`config.mk`:
```
export PLATFORM = sky130hd
export DESIGN_NAME = key_debounce_encoder
export DESIGN_NICKNAME = d
export VERILOG_FILES = /design/src/rtl/key_pkg.sv /design/src/rtl/key_sync.sv /design/src/rtl/key_debounce_encoder.sv
export SDC_FILE = /design/constraint.sdc
export NUM_CORES = 1
export LEC_CHECK = 0
export CAP_MARGIN = 15
export CORE_MARGIN = 1
export CORE_UTILIZATION = 36
export CTS_CLUSTER_DIAMETER = 200
export CTS_CLUSTER_SIZE = 14
export DETAILED_ROUTE_END_ITERATION = 6
export GPL_TIMING_DRIVEN = 1
export PLACE_DENSITY = 0.62
export REMOVE_ABC_BUFFERS = 1
export SLEW_MARGIN = 5
export SYNTH_ARGS = -nofsm -noshare
export SYNTH_HDL_FRONTEND = slang
export SYNTH_SLANG_ARGS = --single-unit
```
`constraint.sdc`:
```
create_clock -name Sys_CLK -period 1.9 [get_ports Sys_CLK]
set_input_delay 0.19 -clock Sys_CLK [delete_from_list [all_inputs] [get_ports Sys_CLK]]
set_output_delay 0.19 -clock Sys_CLK [all_outputs]
set_load 0.01 [all_outputs]
```
`src/rtl/key_pkg.sv`:
```
// rtl/key_pkg.sv - shared types and constants for the key debounce encoder
package key_pkg;

    typedef enum logic [1:0] {
        IDLE         = 2'd0,
        PRESS_WAIT   = 2'd1,
        HELD         = 2'd2,
        RELEASE_WAIT = 2'd3
    } key_state_t;

    localparam int          KEY_NUM                 = 4;
    localparam logic [3:0]  KEY_IDLE                = 4'b1111;
    localparam int          DEBOUNCE_CYCLES_DEFAULT = 200000;

    // Keys are active-low; the lowest-numbered pressed key wins.
    function automatic logic [1:0] lowest_zero_index(input logic [KEY_NUM-1:0] keys);
        lowest_zero_index = 2'd0;
        for (int i = KEY_NUM - 1; i >= 0; i--) begin
            if (!keys[i]) begin
                lowest_zero_index = 2'(i);
            end
        end
    endfunction

endpackage

```
`src/rtl/key_sync.sv`:
```
// rtl/key_sync.sv - two-flop synchronizer bus, resets to all ones
module key_sync #(
    parameter int WIDTH = 4
) (
    input  logic             clk,
    input  logic             rst_n,
    input  logic [WIDTH-1:0] d,
    output logic [WIDTH-1:0] q
);

    logic [WIDTH-1:0] stage1;

    always_ff @(posedge clk or negedge rst_n) begin
        if (!rst_n) begin
            stage1 <= '1;
            q      <= '1;
        end else begin
            stage1 <= d;
            q      <= stage1;
        end
    end

endmodule

```
`src/rtl/key_debounce_encoder.sv`:
```
// rtl/key_debounce_encoder.sv - debounces four active-low keys and encodes the accepted index
module key_debounce_encoder
    import key_pkg::*;
#(
    parameter int DEBOUNCE_CYCLES = DEBOUNCE_CYCLES_DEFAULT
) (
    input  logic       Sys_CLK,
    input  logic       Sys_RST_N,
    input  logic       EN,
    input  logic [3:0] Key_In,
    output logic [1:0] Key_Out,
    output logic       Key_Valid
);

    localparam int              CNT_W    = $clog2(DEBOUNCE_CYCLES);
    localparam logic [CNT_W-1:0] CNT_LAST = CNT_W'(DEBOUNCE_CYCLES - 1);

    logic [3:0]       sync_key;
    key_state_t       state, state_next;
    logic [CNT_W-1:0] cnt, cnt_next;
    logic [3:0]       snapshot, snapshot_next;
    logic [1:0]       key_out_next;
    logic             key_valid_next;

    key_sync #(.WIDTH(KEY_NUM)) u_key_sync (
        .clk   (Sys_CLK),
        .rst_n (Sys_RST_N),
        .d     (Key_In),
        .q     (sync_key)
    );

    always_ff @(posedge Sys_CLK or negedge Sys_RST_N) begin
        if (!Sys_RST_N) begin
            state     <= IDLE;
            cnt       <= '0;
            snapshot  <= KEY_IDLE;
            Key_Out   <= 2'd0;
            Key_Valid <= 1'b0;
        end else begin
            state     <= state_next;
            cnt       <= cnt_next;
            snapshot  <= snapshot_next;
            Key_Out   <= key_out_next;
            Key_Valid <= key_valid_next;
        end
    end

    // Counter compares against CNT_LAST before incrementing, so it never wraps.
    always_comb begin
        state_next     = state;
        cnt_next       = cnt;
        snapshot_next  = snapshot;
        key_out_next   = Key_Out;
        key_valid_next = 1'b0;

        if (!EN) begin
            state_next = IDLE;
            cnt_next   = '0;
        end else begin
            case (state)
                IDLE: begin
                    if (sync_key != KEY_IDLE) begin
                        snapshot_next = sync_key;
                        cnt_next      = '0;
                        state_next    = PRESS_WAIT;
                    end
                end
                PRESS_WAIT: begin
                    if (sync_key != snapshot) begin
                        state_next = IDLE;
                        cnt_next   = '0;
                    end else if (cnt == CNT_LAST) begin
                        state_next     = HELD;
                        cnt_next       = '0;
                        key_out_next   = lowest_zero_index(snapshot);
                        key_valid_next = 1'b1;
                    end else begin
                        cnt_next = cnt + CNT_W'(1);
                    end
                end
                HELD: begin
                    if (sync_key == KEY_IDLE) begin
                        state_next = RELEASE_WAIT;
                        cnt_next   = '0;
                    end
                end
                RELEASE_WAIT: begin
                    if (sync_key != KEY_IDLE) begin
                        state_next = HELD;
                        cnt_next   = '0;
                    end else if (cnt == CNT_LAST) begin
                        state_next = IDLE;
                        cnt_next   = '0;
                    end else begin
                        cnt_next = cnt + CNT_W'(1);
                    end
                end
                default: begin
                    state_next = IDLE;
                    cnt_next   = '0;
                end
            endcase
        end
    end

endmodule

```
==> qor.yml <==
sta:
  fin_crit_sh_pct: 96.4
  fmax_ghz: 0.546
  layout_min_cycle_time_ns: 1.83
  relSlewSlack_pct: 71.5
  hold_violations: 0
  maxSlewViolCount: 0
  tightest_slew_ns: 0.427
  finalSetupTns_ns: 0
  rsz0062_at_grt: "no"
  finalClockSkew_ns: 0.00905
  setup_viol: 0
placed_design:
  place_inst: 251
  port_buffers: 9
  hpwlAfterDp_um: 2520
  dpl_cell_area_um2: 2020
  place_congestion: 0.835
route:
  wl_per_cell_um: 13.4
  drt-initial-drc-count: 78
  drc: 0
  wirelength_um: 3470
  ant_nets: 0
  dr_total_vias: 1347
  viasPerCell: 5.20
  firstDrtPassIters: 4
pwr:
  total_power_mw: 1.62
  cellLeakagePower_nw: 0.841
  powerDensity_nw_per_um2: 757
  worst_ir_drop_vdd_uv: 380
run_status:
  status: "finished clean"
global_route:
  grt_pass1_vias: 1307
  grt.total_usage_pct: 15.1
  grt_max_degree: 36
  gr-total-overflow: 0
  grt_pass1_wl_um: 5910
  antenna_found_initial: 0
logic_synthesis:
  ys.flop_type: "dfrtp_1"
  yosysWarnings: 0
  yosys.cell_types.count: 43
  synth_enable_flop_cells: 0
  ys_ff_latch: 35
  syn_area_um2: 1780
  synthTopCellsByArea: "dfrtp_1 32%, dfstp_2 18%, nand2_1 4.9%"
  seq_area_frac_synth_pct: 50.1
  yosysTopAreaCell: "dfrtp_1"
  synth_top_area_share_pct: 32.3
  avgSynthCellArea_um2: 10.6
  async_reset_ff_share_pct: 100
  synthCells: 168
worst_setup_path:
  critPathKind: "flop to flop"
  path_cells: "xnor2_1 -> nand3_1 -> nor3_1 -> and3_4 -> mux2_4"
  cp.arrival_ns: 2.00
  cp-start-kind: "flop"
  cp_max_fo: 4
  critical_path.max_stage_delay_ns: 0.56
  crit_required_ns: 2.07
  slowest_stage: "dfstp_2"
  critPathCaptureType: "flop"
cells_and_area:
  multiInputGateArea_um2: 858
  fill_cells: 475
  syn2layout_area_growth_pct: 20.3
  stdcell_count: 259
  final_area_um2: 2140
  layout_common_cells: "23 x dfrtp_1, 23 x nand2_1, 13 x buf_4"
  regArea_um2: 891
  fin_nets: 199
  num_antenna_cells: 0
  drive_gt1_share_pct: 26.0
min_path:
  hp-class: "input pin to flop"
floorplanning:
  core_area_um2: 4750
  initial_core_util_pct: 37.4
  dieArea_um2: 5230
  die_h_um: 72.3
  std_cell_rows: 25
  io_pins: 10
  die_x_um: 72.3
clocking:
  numCtsBuffers: 5
  clk_latency_ns: 0.29
  cts.clk_slew.worst_paths_ns: 0.07
  root_buffer: "clkbuf_8"
  h-tree-depth: 2
  cts.sinks: 35
  cts_setup_buffers: 0
  clockBufferDepth: 2
  cts_tree: "built"
flow_run:
  cap_viol_max_count: 0
## layer usage
layer  GRT usage [%]  part of all wire, %
met5               0                    0
met4            8.06                  1.5
met3            3.47                  2.4
met2            23.3                   49
met1            19.7                   47
## power breakdown
part	switching (mW)	internal (mW)
clock network	0.272	0.390
logic	0.0667	0.0653
registers	0.0320	0.794
total	0.371	1.25
## logic make-up (layout without fill, tap and decap cells)
logic type	count (synthesis)	after routing	synth area share, %
and+or+nand+nor	70	70	23.2
DFF	35	35	50.1
AOI/OAI and AO/OA	34	34	12.5
xor gates and xnor gates	12	12	5.91
muxes	8	8	5.34
buffers and inverters	8	32	2.25
adders and majority gates	1	1	0.703
## critical path: cells and delay by family, from the launching register on
kind	cells	cell delay, ns
xor+xnor	1	0.13
simple gates	3	0.73
flops	1	0.56
mux	1	0.30
## final timing paths
path / end / start / slack (ns) / depth (start not counted)
setup / recovery: Key_Out[0]$_DFFE_PN0P_ / snapshot[0]$_DFFE_PN1P_ / 0.07 / 5
hold / removal: u_key_sync.stage1[2]$_DFF_PN1_ / Key_In[2] / 0.31 / 1
setup reg to reg: Key_Out[0]$_DFFE_PN0P_ / snapshot[0]$_DFFE_PN1P_ / 0.07 / 5
hold reg to reg: u_key_sync.q[2]$_DFF_PN1_ / u_key_sync.stage1[2]$_DFF_PN1_ / 0.36 / 0
max in group asynchronous: u_key_sync.stage1[0]$_DFF_PN1_ / Sys_RST_N / 1.25 / 2
min in group asynchronous: cnt[2]$_DFFE_PN0P_ / Sys_RST_N / 0.32 / 2
## final cells by class
type / instances / share of cell area [%]
tap: 67 / 3.92
inverter: 2 / 0.351
clock inverter: 3 / 2.05
multi-input combinational: 125 / 40.1
sequential: 35 / 41.6
clock buffer: 5 / 3.21
timing repair buffer: 22 / 8.77
## synthesized netlist by cell type, drive strengths merged, types with 5 or more instances
cell type / number
mux2: 6
xnor2: 9
nand4: 5
a21oi: 5
nand3: 9
nor3: 7
nand2: 23
dfrtp: 23
a31oi: 11
dfstp: 12
buf: 6
o21ai: 12
## state kept, by name, indices dropped and copies added (netlist names)
register and cells:
Key_Out 2, u_key_sync.q 4, cnt 18, state 2, Key_Valid 1, snapshot 4
u_key_sync.stage1 4
## per-stage QoR
stage          hold WS, ns  utilization (%)  setup slack (ns)
6_report             0.306             45.0            0.0692
5_1_grt              0.296             45.0           0.00289
4_1_cts              0.295             44.8            0.0100
3_5_place_dp         0.347             42.4            0.0203
3_3_place_gp         0.346             42.4            0.0613
2_1_floorplan       -0.106                -            0.0628
## repair_timing
item / 4_1_cts / 5_1_grt
resized for setup: 0 / 3
hold buffers: 0 / 0
endpoints found under the setup margin: 0 / 5
Note: power is estimated with default switching activity, not from simulation.
